### src/rtl/bgpu_dispatch_pkg.sv
// Shared types for the thread-block dispatcher: FSM states and the latched launch request.
package bgpu_dispatch_pkg;

    localparam int unsigned LaunchPcWidth   = 32;
    localparam int unsigned LaunchAddrWidth = 32;
    localparam int unsigned LaunchNumWidth  = 5;

    typedef enum logic [1:0] {
        IDLE,
        RUN,
        DONE
    } dispatch_state_e;

    typedef struct packed {
        logic [LaunchPcWidth-1:0]   pc;
        logic [LaunchAddrWidth-1:0] dp_addr;
        logic [LaunchNumWidth-1:0]  num_tblocks;
    } launch_req_t;

endpackage

### src/rtl/tblock_id_allocator.sv
// Tracks in-flight tblock IDs in a bitmap and offers the lowest free one.
// An offer that stalls is pinned so the offered ID stays stable until transferred.
module tblock_id_allocator #(
    parameter int unsigned IdBits = 4
) (
    input  logic              clk_i,
    input  logic              rst_ni,
    input  logic              offer_i,
    input  logic              alloc_i,
    input  logic              free_i,
    input  logic [IdBits-1:0] free_id_i,
    output logic [IdBits-1:0] alloc_id_o,
    output logic              any_free_o,
    output logic              free_id_busy_o
);

    localparam int unsigned NumIds = 1 << IdBits;

    logic [NumIds-1:0] busy_q, busy_d;
    logic              hold_q, hold_d;
    logic [IdBits-1:0] held_id_q, held_id_d;
    logic [IdBits-1:0] lowest_free;

    always_comb begin
        lowest_free = '0;
        for (int i = NumIds - 1; i >= 0; i--) begin
            if (!busy_q[i]) begin
                lowest_free = IdBits'(i);
            end
        end
    end

    assign any_free_o     = ~&busy_q;
    assign alloc_id_o     = hold_q ? held_id_q : lowest_free;
    assign free_id_busy_o = busy_q[free_id_i];

    always_comb begin
        busy_d    = busy_q;
        hold_d    = offer_i && !alloc_i;
        held_id_d = alloc_id_o;
        // Allocated ID is free in busy_q, so it can never collide with the freed one.
        if (alloc_i) begin
            busy_d[alloc_id_o] = 1'b1;
        end
        if (free_i) begin
            busy_d[free_id_i] = 1'b0;
        end
    end

    always_ff @(posedge clk_i or negedge rst_ni) begin
        if (!rst_ni) begin
            busy_q    <= '0;
            hold_q    <= 1'b0;
            held_id_q <= '0;
        end else begin
            busy_q    <= busy_d;
            hold_q    <= hold_d;
            held_id_q <= held_id_d;
        end
    end

endmodule

### src/rtl/tblock_dispatcher.sv
// Issues the thread blocks of one kernel launch to a compute unit and retires them.
// Optional TBLOCK_DISPATCH_PERF_CNT_EN adds the kernel_cycles_o launch-to-done counter.
module tblock_dispatcher
    import bgpu_dispatch_pkg::*;
#(
    parameter int unsigned PcWidth       = 32,
    parameter int unsigned AddressWidth  = 32,
    parameter int unsigned TblockIdxBits = 4,
    parameter int unsigned TblockIdBits  = 4
`ifdef TBLOCK_DISPATCH_PERF_CNT_EN
    ,
    parameter int unsigned CycleCntWidth = 32
`endif
) (
    input  logic                     clk_i,
    input  logic                     rst_ni,
    input  logic                     launch_valid_i,
    output logic                     launch_ready_o,
    input  logic [PcWidth-1:0]       launch_pc_i,
    input  logic [AddressWidth-1:0]  launch_dp_addr_i,
    input  logic [TblockIdxBits:0]   launch_num_tblocks_i,
    input  logic                     warp_free_i,
    output logic                     allocate_warp_o,
    output logic [PcWidth-1:0]       allocate_pc_o,
    output logic [AddressWidth-1:0]  allocate_dp_addr_o,
    output logic [TblockIdxBits-1:0] allocate_tblock_idx_o,
    output logic [TblockIdBits-1:0]  allocate_tblock_id_o,
    input  logic                     tblock_done_i,
    input  logic [TblockIdBits-1:0]  tblock_done_id_i,
    output logic                     tblock_done_ready_o,
    output logic                     kernel_done_o,
    input  logic                     kernel_done_ready_i
`ifdef TBLOCK_DISPATCH_PERF_CNT_EN
    ,
    output logic [CycleCntWidth-1:0] kernel_cycles_o
`endif
);

    localparam int unsigned CntW = TblockIdxBits + 1;

    dispatch_state_e state_q, state_d;
    launch_req_t     req_q, req_d;
    logic [CntW-1:0] dispatched_q, dispatched_d;
    logic [CntW-1:0] completed_q, completed_d;
    logic [CntW-1:0] num_tblocks;
    logic            any_free;
    logic            done_id_busy;
    logic            transfer;

    assign num_tblocks = CntW'(req_q.num_tblocks);
    assign transfer    = allocate_warp_o && warp_free_i;

    tblock_id_allocator #(
        .IdBits (TblockIdBits)
    ) u_id_alloc (
        .clk_i          (clk_i),
        .rst_ni         (rst_ni),
        .offer_i        (allocate_warp_o),
        .alloc_i        (transfer),
        .free_i         (tblock_done_i),
        .free_id_i      (tblock_done_id_i),
        .alloc_id_o     (allocate_tblock_id_o),
        .any_free_o     (any_free),
        .free_id_busy_o (done_id_busy)
    );

    always_comb begin
        state_d         = state_q;
        req_d           = req_q;
        dispatched_d    = dispatched_q;
        completed_d     = completed_q;
        launch_ready_o  = 1'b0;
        allocate_warp_o = 1'b0;
        kernel_done_o   = 1'b0;
        unique case (state_q)
            IDLE: begin
                launch_ready_o = 1'b1;
                if (launch_valid_i) begin
                    req_d.pc          = LaunchPcWidth'(launch_pc_i);
                    req_d.dp_addr     = LaunchAddrWidth'(launch_dp_addr_i);
                    req_d.num_tblocks = LaunchNumWidth'(launch_num_tblocks_i);
                    dispatched_d      = '0;
                    completed_d       = '0;
                    state_d           = (launch_num_tblocks_i == '0) ? DONE : RUN;
                end
            end
            RUN: begin
                allocate_warp_o = (dispatched_q < num_tblocks) && any_free;
                if (allocate_warp_o && warp_free_i) begin
                    dispatched_d = dispatched_q + 1'b1;
                end
                if (tblock_done_i) begin
                    completed_d = completed_q + 1'b1;
                end
                if (completed_q == num_tblocks) begin
                    state_d = DONE;
                end
            end
            DONE: begin
                kernel_done_o = 1'b1;
                if (kernel_done_ready_i) begin
                    state_d = IDLE;
                end
            end
            default: state_d = IDLE;
        endcase
    end

    assign allocate_pc_o         = PcWidth'(req_q.pc);
    assign allocate_dp_addr_o    = AddressWidth'(req_q.dp_addr);
    assign allocate_tblock_idx_o = dispatched_q[TblockIdxBits-1:0];
    assign tblock_done_ready_o   = 1'b1;

    always_ff @(posedge clk_i or negedge rst_ni) begin
        if (!rst_ni) begin
            state_q      <= IDLE;
            req_q        <= '0;
            dispatched_q <= '0;
            completed_q  <= '0;
        end else begin
            state_q      <= state_d;
            req_q        <= req_d;
            dispatched_q <= dispatched_d;
            completed_q  <= completed_d;
        end
    end

`ifdef TBLOCK_DISPATCH_PERF_CNT_EN
    logic [CycleCntWidth-1:0] cycles_q, cycles_d;

    // Saturating count of RUN cycles, held after the kernel ends until the next launch.
    always_comb begin
        cycles_d = cycles_q;
        if (state_q == IDLE && launch_valid_i) begin
            cycles_d = '0;
        end else if (state_q == RUN && !(&cycles_q)) begin
            cycles_d = cycles_q + 1'b1;
        end
    end

    always_ff @(posedge clk_i or negedge rst_ni) begin
        if (!rst_ni) begin
            cycles_q <= '0;
        end else begin
            cycles_q <= cycles_d;
        end
    end

    assign kernel_cycles_o = cycles_q;
`endif

`ifndef SYNTHESIS
    a_done_id_busy : assert property (@(posedge clk_i) disable iff (!rst_ni)
        tblock_done_i |-> done_id_busy);
    a_no_done_in_idle : assert property (@(posedge clk_i) disable iff (!rst_ni)
        tblock_done_i |-> (state_q != IDLE));
    a_completed_le_dispatched : assert property (@(posedge clk_i) disable iff (!rst_ni)
        completed_q <= dispatched_q);
`endif

endmodule

### config.mk
export PLATFORM = sky130hd
export DESIGN_NAME = tblock_dispatcher
export DESIGN_NICKNAME = d
export VERILOG_FILES = /design/src/rtl/bgpu_dispatch_pkg.sv /design/src/rtl/tblock_id_allocator.sv /design/src/rtl/tblock_dispatcher.sv
export SDC_FILE = /design/constraint.sdc
export NUM_CORES = 1
export LEC_CHECK = 0
export ABC_CLOCK_PERIOD_IN_PS = 2160
export CAP_MARGIN = 20
export CORE_ASPECT_RATIO = 0.5
export CORE_MARGIN = 2
export CORE_UTILIZATION = 45
export CTS_BUF_LIST = sky130_fd_sc_hd__clkbuf_4 sky130_fd_sc_hd__clkbuf_8
export CTS_CLUSTER_SIZE = 30
export DETAILED_ROUTE_END_ITERATION = 12
export GPL_TIMING_DRIVEN = 0
export PLACE_DENSITY = 0.79
export SLEW_MARGIN = 25
export SYNTH_ARGS = -nofsm -noshare
export SYNTH_HDL_FRONTEND = slang
export SYNTH_SLANG_ARGS = --single-unit
export TNS_END_PERCENT = 50
### constraint.sdc
create_clock -name clk_i -period 2.16 [get_ports clk_i]
set_input_delay 0.432 -clock clk_i [delete_from_list [all_inputs] [get_ports clk_i]]
set_output_delay 0.432 -clock clk_i [all_outputs]
set_load 0.005 [all_outputs]
# Word level (Yosys, flattened, before mapping)
# Cells that the tools add are included.
# totals
inputBits	79
ff_bits	102
# op_classes
bitwise_logic	3
add_sub_neg	2
reduce_logical	16
order_cmp	5
n_mux	36
n_eq_ne	8
# op_table
operator	count
2-to-1 mux 4 bit	17
2-to-1 mux 16 bit	2
one-hot mux 5 bit (2 select lines)	2
AND 16 bit	1
inverter 16 bit	1
bitwise OR 16 bit	1
AND reduction 16 bit	1
2-to-1 mux 5 bit	3
adder 5 x 1 -> 5 bit (second input constant)	2
less-than comparator 4 x 5 -> 1 bit (second input constant)	2
inequality test 2 bit (second input constant)	5
AND reduction 3 bit	3
demux 1 bit (select 4 bit)	2
greater-or-equal comparator 4 x 1 -> 1 bit (second input constant)	2
2-to-1 mux 2 bit	4
logical AND 1 bit	6
one-hot mux 2 bit (3 select lines)	1
== test 5 bit	1
logical NOT 5 bit	1
less-than comparator 5 bit	1
2-to-1 mux 1 bit	5
== test 2 x 1 -> 1 bit (second input constant)	1
== test 2 bit (second input constant)	1
logical NOT 1 bit	2
3 further kinds	3

# Logic depth before layout (Yosys ltp)
# Gate-level depths: netlist of run 1.
# depth
ltp_word	25
mapped_depth	9
ltp_nobuf	8

# By module
# Synthesis of run 1 repeated with hierarchy kept, for this count alone.
# unflattened
hier_cells	406
area_unflattened_um2	4921.0
# by_module_without_submodules
module	cells_each	area_each_um2	n_inst
tblock_dispatcher	249	3430.8	1
tblock_id_allocator	157	1490.2	1

# Least setup slack after synthesis of run 1
# OpenSTA, ideal clock, no wires.
# synth_timing
path_kind	register to output
from	reg dispatched_q[1]
to	out allocate_warp_o
path_buffers	0
arrival_ns	1.411
stages_incl_launch_ff	6
path_slack_ns	0.317
required_time_ns	1.728
cell_sequence	dfrtp_1 -> ha_1 -> o21ai_0 -> o21a_1 -> nor2_1 -> nor4b_1
# synth_between
elab_chain_len	3
# synth_rtl
item	line	text
from (decl)	tblock_dispatcher.sv:43	logic [CntW-1:0] dispatched_q, dispatched_d;
from (signal assigned)	tblock_dispatcher.sv:123	dispatched_q <= dispatched_d;
less-than comparator 5 bit	tblock_dispatcher.sv:88	allocate_warp_o = (dispatched_q < num_tblocks) && any_free;
logical AND 1 bit	tblock_dispatcher.sv:88	
2-to-1 mux 1 bit	tblock_dispatcher.sv:75	unique case (state_q)
to (decl)	tblock_dispatcher.sv:23	output logic allocate_warp_o,
# No other way between the ends.

# Worst setup path in the final report of run 1
# layout_timing
from	reg req_q, in the netlist num_tblocks[1]
to	out allocate_warp_o
# layout_between
elab_chain_len	3
# layout_rtl
item	line	text
from (decl)	tblock_dispatcher.sv:42	launch_req_t req_q, req_d;
from (signal assigned)	tblock_dispatcher.sv:122	req_q <= req_d;
less-than comparator 5 bit	tblock_dispatcher.sv:88	
logical AND 1 bit	tblock_dispatcher.sv:88	
2-to-1 mux 1 bit	tblock_dispatcher.sv:75	
# No other way between the ends.

==> metrics.yaml, run 1 <==
fin_cells: 836
timing.rr.start: "u_id_alloc.hold_q$_DFF_PN0_"
n_antenna_cell: 0
syn_avg_cell_area_um2: 8.93
gp_congestion: 0.939
yosys.area.top_type: "dfrtp_1"
p_per_area_nw_per_um2: 1260
worstSetupPathType: "register to primary output"
antenna_found_initial: 0
hp-class: "register to register"
fmax_ghz: 0.437
holdPathStages: 2
crit_required_ns: 1.73
dieArea_um2: 10900
cts_buffer_depth: 2
clock_latency_ns: 0.37
crit_chain: "inv_2 -> ha_4 -> o21ai_2 -> o21a_1 -> nor2_1 -> nor4b_2 -> buf_2"
cts_root_buf: "clkbuf_8"
endpoint_kind: "primary output"
path_clk_slew_ns: 0.10
violations: "negative setup slack"
ioPinCount: 155
relSlewSlack_pct: 53.6
track_usage_pct: 22.7
ant_nets: 0
numPlacedInstances: 796
numCtsBuffers: 9
overflow: 0
num_rows: 25
fp.dieH_um: 74.9
cts_max_level: 3
p_total_w: 0.00844
fin_skew_ns: 0.0131
top_layer_used: "met4"
ff2ff_path_depth: 8
hold_viol_final: 0
ys_types: 52
cts_sinks: 102
grt_pass1_vias: 4050
synth_warnings: 0
status: "finished with violations"
start_util_pct: 47.1
cp_slowest_stage_delay_ns: 0.40
leakage_nw: 3.18
wl_met2_mm: 6.48
min_period_ns: 2.29
dr_wl_met3_um: 650
rrSetupSlack_ns: 0.09
vias_per_cell: 4.92
synth_top_area_share_pct: 56.4
crit_arrival_ns: 1.86
synth-seq-cells: 102
synth_area_um2: 4530
drv_slew: 0
synth-edff-count: 0
critPathLaunchType: "register"
drt_wl_total_mm: 12.6
grt_max_degree: 65
wl_met1_mm: 5.11
drtIter0Drc: 168
detailed_place_hpwl_mm: 8.81
fin_crit_sh_pct: 106
critical_path_peak_fanout: 2
fin_nets: 781
seq_area_frac_synth_pct: 56.4
slowest_stage: "dfrtp_1"
ir_drop_v: 0.000501
via_count: 4111
wire_per_inst_um: 15.1
utilization_pct: 69.9
setup_violations: 2
crit_end: "allocate_warp_o"
portBuffers: 153
cp-startpoint: "num_tblocks[1]$_DFFE_PN0P_"
async_reset_ff_share_pct: 100
drive_above_1_share_pct: 11.6
cts_tree: "built"
r2r-end: "u_id_alloc.busy_q[15]$_DFF_PN0_"
fp.dieW_um: 146
rsz0062_at_grt: "true"
synth_fp_nets: 592
synthTopCellsByArea: "dfrtp_1, nand2_1, nor2_1"
tns_ns: -0.138
netlist_instances: 507
ys.flop_type: "dfrtp_1"
area_delta_synth_final_pct: 48.4
grt_pass1_wl_mm: 19.3
firstDrtPassIters: 5
worstMarginPinSlew_ns: 0.692
coreArea_um2: 9600
hold_start: "allocate_pc_o[31]$_DFFE_PN0P_"
drv_cap: 0
drc: 0
timing.final.ws_setup_ns: -0.128
==> cell usage after synthesis, types with 3 or more instances <==
master      n
nor2b_1     4
inv_1      11
o21ai_1     6
and2_1      3
dfrtp_1   102
nand3_1     8
xor2_1      5
o21ai_0    10
xnor2_1     4
nand2b_1    4
a21oi_1    15
buf_4       5
nor3_1      6
ha_1        6
nand2_1   212
nand4_1     5
a31oi_1    10
nand3b_1    3
clkbuf_1   14
nor2_1     33
==> how the worst min path moves through the flow <==
stage | endpoint
after floorplan | allocate_dp_addr_o[0]$_DFFE_PN0P_
after detailed placement | allocate_dp_addr_o[14]$_DFFE_PN0P_
after CTS | allocate_pc_o[17]$_DFFE_PN0P_
after global routing | allocate_pc_o[29]$_DFFE_PN0P_
final | allocate_pc_o[31]$_DFFE_PN0P_
after global placement | allocate_pc_o[12]$_DFFE_PN0P_
==> critical path, delay by kind of cell, from the launching register on <==
kind	cells	cell delay, ns
DFF	1	0.40
and+or+nand+nor	2	0.34
AOI/OAI and AO/OA	2	0.29
buffers and inverters	2	0.25
adders and majority gates	1	0.20
==> kinds of logic (layout without fill, tap and decap cells) <==
family	Yosys count	after routing	synth area share (%)
buffers and inverters	37	231	3.70
AOI/OAI and AO/OA	55	55	8.10
muxes	1	1	0.221
other	1	1	0.0828
and+or+nand+nor	296	296	28.1
adders and majority gates	6	6	1.66
xor gates and xnor gates	9	9	1.74
DFF	102	102	56.4
==> area by class of cell <==
cell class	instances	area, um^2
Buffer	23	121
Clock buffer	10	131
Clock inverter	6	51.3
Fill cell	746	2890
Inverter	13	48.8
Multi-Input combinational cell	368	1880
Sequential cell	102	2550
Tap cell	135	169
Timing Repair Buffer	179	1760
==> where the power goes <==
group	internal (W)	total, W	switching [W]
Sequential	0.00267	0.00321	0.000533
Combinational	0.00222	0.00407	0.00185
Clock	0.000449	0.00116	0.000714
==> routing by layer <==
| layer | vias to the layer above | track usage [%] |
|---|---|---|
| met5 | - | 0 |
| met4 | 0 | 10.3 |
| met3 | 33 | 5.94 |
| met2 | 125 | 41.0 |
| met1 | 1941 | 26.4 |
| li1 | 2012 | - |
==> metrics by stage <==
step	cell area [um^2]	hold WS, ns	setup slack (ns)
after detailed placement	6260	0.369	-0.357
after global placement	6230	0.457	-3.22
final	6720	0.480	-0.128
after global routing	6720	0.505	-0.265
after CTS	6600	0.486	-0.187
after floorplan	4530	0.136	0.317
==> cells in the final DEF (no fill, tap or decap), drive strengths merged, types with 2 or more instances in the layout <==
| master | count |
|---|---|
| dfrtp | 102 |
| nor2 | 33 |
| a31oi | 10 |
| clkdlybuf4s50 | 147 |
| xnor2 | 4 |
| xor2 | 5 |
| nor3 | 7 |
| o21ai | 17 |
| nand4 | 7 |
| a21oi | 15 |
| o31ai | 3 |
| ha | 6 |
| clkbuf | 24 |
| and3 | 2 |
| buf | 38 |
| nor3b | 3 |
| nor2b | 4 |
| or3 | 2 |
| a211oi | 2 |
| nand2 | 212 |
| clkinvlp | 3 |
| inv | 16 |
| nand3 | 8 |
| nand2b | 4 |
| nand3b | 3 |
| and2 | 3 |
==> registers in the layout, indices dropped and copies added, names as in the netlist <==
name / cells
u_id_alloc.held_id_q: 4
dispatched_q: 5
allocate_dp_addr_o: 32
completed_q: 5
u_id_alloc.busy_q: 16
u_id_alloc.hold_q: 1
state_q: 2
num_tblocks: 5
allocate_pc_o: 32
==> what timing repair did <==
item | CTS | global route
setup buffers | 15 | 9
hold buffers | 1 | 0
pin swaps | 12 | 7
hold endpoints to repair | 38 | 0
setup endpoints to repair | 5 | 10
resized for setup | 24 | 15
Note: power is estimated with default switching activity, not from simulation.
==> inputs of run 2 (changes only) <==
Settings changed: CORE_UTILIZATION 45 to 47, PLACE_DENSITY 0.79 to 0.82, SKIP_CTS_REPAIR_TIMING set to 1.
==> metrics.yaml, run 2 (same netlist as run 1, synthesis figures left out) <==
cts_sinks: 102
worstSetupPathType: "register to primary output"
ant_nets: 0
wl_met1_mm: 4.82
utilization_pct: 71.7
vias_per_cell: 5.00
cts_buffer_depth: 2
dieArea_um2: 10500
rsz0062_at_grt: "true"
endpoint_kind: "primary output"
coreArea_um2: 9420
layout_common_cells: "nand2_1, clkdlybuf4s50_1, dfrtp_1, nor2_1, buf_4"
track_usage_pct: 22.7
drv_cap: 0
drive_above_1_share_pct: 12.3
cts_max_level: 3
crit_arrival_ns: 1.97
detailed_place_hpwl_mm: 8.55
start_util_pct: 48.1
worstMarginPinSlew_ns: 0.706
grt_pass1_vias: 4037
cts_tree: "built"
critPathLaunchType: "register"
fmax_ghz: 0.417
hold-worst-slack_ns: -0.00924
gp_congestion: 0.880
mostFrequentLayoutCell: "nand2_1"
top_layer_used: "met4"
grt_max_degree: 54
ir_drop_v: 0.000624
firstDrtPassIters: 5
drv_slew: 0
r2r-end: "u_id_alloc.busy_q[9]$_DFF_PN0_"
crit_family: "flip-flops"
ff2ff_path_depth: 8
overflow: 0
min_period_ns: 2.40
numCtsBuffers: 9
rrSetupSlack_ns: 0.09
drt_wl_total_mm: 12.3
path_clk_slew_ns: 0.11
fin_crit_sh_pct: 111
wl_met2_mm: 6.40
slowest_stage: "dfrtp_1"
finalInstanceArea_um2: 6750
fin_nets: 782
p_per_area_nw_per_um2: 1260
wire_per_inst_um: 14.7
cts_root_buf: "clkbuf_8"
ioPinCount: 155
status: "finished with violations"
drtIter0Drc: 277
clock_latency_ns: 0.37
cp_slowest_stage_delay_ns: 0.40
fp.dieH_um: 73.4
crit_required_ns: 1.73
violations: "negative hold slack, negative setup slack"
via_count: 4187
cp.depth: 6
antenna_found_initial: 0
dr_wl_met3_um: 698
place_area_um2: 6260
path_buf_inv: 1
n_antenna_cell: 0
leakage_nw: 3.22
crit_chain: "ha_1 -> o21ai_1 -> o21a_1 -> nor2_2 -> nor4b_2 -> buf_2"
portBuffers: 153
area_delta_synth_final_pct: 49.2
timing.final.ws_setup_ns: -0.240
num_rows: 25
setup_violations: 4
fp.dieW_um: 143
hold_viol_final: 10
fin_skew_ns: 0.0121
grt_pass1_wl_mm: 18.6
timing.rr.start: "u_id_alloc.busy_q[15]$_DFF_PN0_"
critical_path_peak_fanout: 2
relSlewSlack_pct: 52.6
drc: 0
hp-class: "input port to async pin"
[run 2: changes by cell type in the layout (fill, tap and decap cells not counted), sizes merged]
cell           change
inv                +2
clkinv             +1
clkinvlp           -3
buf                +3
dlygate4sd3        -1
dlymetal6s2s       +2
dlygate4sd2        -1
clkbuf             -1
clkdlybuf4s15      -1
[run 2: worst max path at each step]
stage	from	slack [ns]	to
floorplan	dispatched_q[1]$_DFFE_PN0P_	0.32	allocate_warp_o
global placement	rst_ni	-3.19	u_id_alloc.busy_q[13]$_DFF_PN0_
detailed placement	dispatched_q[1]$_DFFE_PN0P_	-0.32	allocate_warp_o
CTS	dispatched_q[1]$_DFFE_PN0P_	-0.76	allocate_warp_o
global route	dispatched_q[1]$_DFFE_PN0P_	-0.35	allocate_warp_o
finish	dispatched_q[1]$_DFFE_PN0P_	-0.24	allocate_warp_o
[run 2: routing by layer]
| metal | track usage [%] | vias up |
|---|---|---|
| met5 | 0 | - |
| met4 | 9.35 | 0 |
| met3 | 5.35 | 40 |
| met2 | 40.4 | 138 |
| met1 | 27.1 | 1986 |
| li1 | - | 2023 |
[run 2: stage by stage]
stage               TNS (ns)  cells  total power [W]  setup WS (ns)
finish                -0.497    837          0.00851         -0.240
global route          -0.867    837          0.00911         -0.351
CTS                    -2.89    812          0.00810         -0.765
detailed placement     -2.61    796          0.00688         -0.320
global placement     -326.47    795          0.00676          -3.19
floorplan                  0    507          0.00483          0.317
[run 2: area by class of cell]
class,instances,area [um^2]
Fill cell,711,2660
Sequential cell,102,2560
Multi-Input combinational cell,368,1910
Timing Repair Buffer,180,1760
Tap cell,135,169
Clock buffer,10,138
Buffer,23,121
Clock inverter,6,57.6
Inverter,13,48.8
[run 2: power breakdown]
part / leakage, nW / switching [W] / internal, W
registers: 1.29 / 0.000578 / 0.00268
clock network: 0.102 / 0.000712 / 0.000482
logic: 1.83 / 0.00183 / 0.00223
==> inputs of run 3 (changes only) <==
Settings changed: CELL_PAD_IN_SITES_DETAIL_PLACEMENT set to 0, CELL_PAD_IN_SITES_GLOBAL_PLACEMENT set to 1, CORE_UTILIZATION 47 to 34, PLACE_DENSITY 0.82 to unset, PLACE_DENSITY_LB_ADDON set to 0.1, SLEW_MARGIN 25 to 20.
==> metrics.yaml, run 3 (same netlist as run 1, synthesis figures left out) <==
status: "finished with violations"
violations: "design-rule violations, negative setup slack"
portBuffers: 153
grt_max_degree: 59
detailed_place_hpwl_mm: 8.86
p_total_w: 0.00854
grt_pass1_vias: 3893
drive_above_1_share_pct: 12.9
ir_drop_v: 0.000509
worstSetupPathType: "register to primary output"
critPathLaunchType: "register"
pwr-share-clk_pct: 14.5
min_period_ns: 2.41
pwr-share-seq_pct: 37.8
grt_pass1_wl_mm: 20.0
crit_chain: "buf_4 -> nand4_1 -> buf_4 -> nor4_2 -> nor4b_4 -> buf_2"
drt_wl_total_mm: 12.6
rsz0062_at_grt: "true"
cts_max_level: 3
antenna_found_initial: 0
mostFrequentLayoutCell: "nand2_1"
crit_arrival_ns: 1.98
wire_per_inst_um: 14.5
p_per_area_nw_per_um2: 1250
overflow: 0
slowest_stage: "dfrtp_1"
cts_buffer_depth: 2
layout_common_cells: "nand2_1, clkdlybuf4s50_1, dfrtp_1, nor2_1, buf_4"
numPlacedInstances: 831
p_sw_share_pct: 36.7
p_switching_w: 0.00313
ioPinCount: 155
via_count: 4043
drtIter0Drc: 213
cts_sinks: 102
setup_violations: 4
fmax_ghz: 0.415
cp_slowest_stage_delay_ns: 0.41
hp-class: "register to register"
hold_viol_final: 0
utilization_pct: 53.3
start_util_pct: 35.2
fillCellCount: 1240
drv_cap: 0
n_antenna_cell: 0
coreArea_um2: 12800
numCtsBuffers: 9
track_usage_pct: 17.8
fin_crit_sh_pct: 112
critical_path_peak_fanout: 3
ant_nets: 0
fin_cells: 873
crit_required_ns: 1.73
pwr-share-comb_pct: 47.7
firstDrtPassIters: 8
fin_skew_ns: 0.0187
leakage_nw: 3.23
timing.final.ws_setup_ns: -0.251
fin_nets: 783
cts_tree: "built"
crit_top_cell: "buf_4"
power.internal_w: 0.00541
gp_congestion: 0.871
dieArea_um2: 14300
vias_per_cell: 4.63
fp.dieW_um: 167
area_delta_synth_final_pct: 51.2
num_rows: 29
clock_latency_ns: 0.38
endpoint_kind: "primary output"
cts_root_buf: "clkbuf_8"
worstMarginPinSlew_ns: 0.565
drc: 4
fp.dieH_um: 85.6
drv_slew: 0
path_clk_slew_ns: 0.11
relSlewSlack_pct: 62.2
run 3: worst paths after layout:
check	startpoint	endpoint	slack (ns)	depth (start not counted)
max	u_id_alloc.busy_q[13]$_DFF_PN0_	allocate_warp_o	-0.25	6
min	allocate_pc_o[14]$_DFFE_PN0P_	allocate_pc_o[14]$_DFFE_PN0P_	0.48	2
max reg2reg	u_id_alloc.busy_q[13]$_DFF_PN0_	u_id_alloc.busy_q[13]$_DFF_PN0_	-0.01	8
min reg2reg	allocate_pc_o[14]$_DFFE_PN0P_	allocate_pc_o[14]$_DFFE_PN0P_	0.48	2
max in group asynchronous	rst_ni	allocate_dp_addr_o[17]$_DFFE_PN0P_	0.97	3
min in group asynchronous	rst_ni	u_id_alloc.busy_q[1]$_DFF_PN0_	0.54	2
run 3: routing by layer:
layer	share of wire, %	track usage (%)	up-vias
li1	-	-	2027
met1	44	22.0	1904
met4	1.7	5.69	0
met2	46	28.3	98
met5	0	0	-
met3	7.9	7.84	14
run 3: cell type report:
class | count | area, um^2 | area share [%]
timing repair buffer | 182 | 1790 | 26.1
tap | 170 | 213 | 3.11
multi-input combinational | 368 | 1920 | 28.1
inverter | 13 | 51.3 | 0.750
sequential | 102 | 2560 | 37.4
clock inverter | 6 | 60.1 | 0.878
buffer | 22 | 118 | 1.72
clock buffer | 10 | 138 | 2.01
run 3: power groups by stage:
stage	clock, W	sequential (W)	combinational [W]
3_5_place_dp	0	0.00323	0.00366
2_1_floorplan	0	0.00322	0.00161
6_report	0.00124	0.00323	0.00407
3_3_place_gp	0	0.00323	0.00364
5_1_grt	0.00137	0.00333	0.00450
4_1_cts	0.00130	0.00321	0.00368
run 3: critical path: cells and delay by family, from the launching register on:
family	cells	cell delay, ns
AND/OR/NAND/NOR	3	0.69
flip-flops	1	0.41
buffers and inverters	3	0.50
run 3: per-stage QoR:
step | hold slack [ns] | TNS (ns) | instance area, um^2 | worst slack [ns]
after CTS | -0.0189 | -3.29 | 6500 | -0.932
after global routing | 0.507 | -1.45 | 6840 | -0.370
after detailed placement | 0.402 | -5.73 | 6300 | -0.493
final | 0.483 | -0.509 | 6840 | -0.251
after floorplan | 0.136 | 0 | 4530 | 0.317
after global placement | 0.457 | -368.51 | 6270 | -3.57
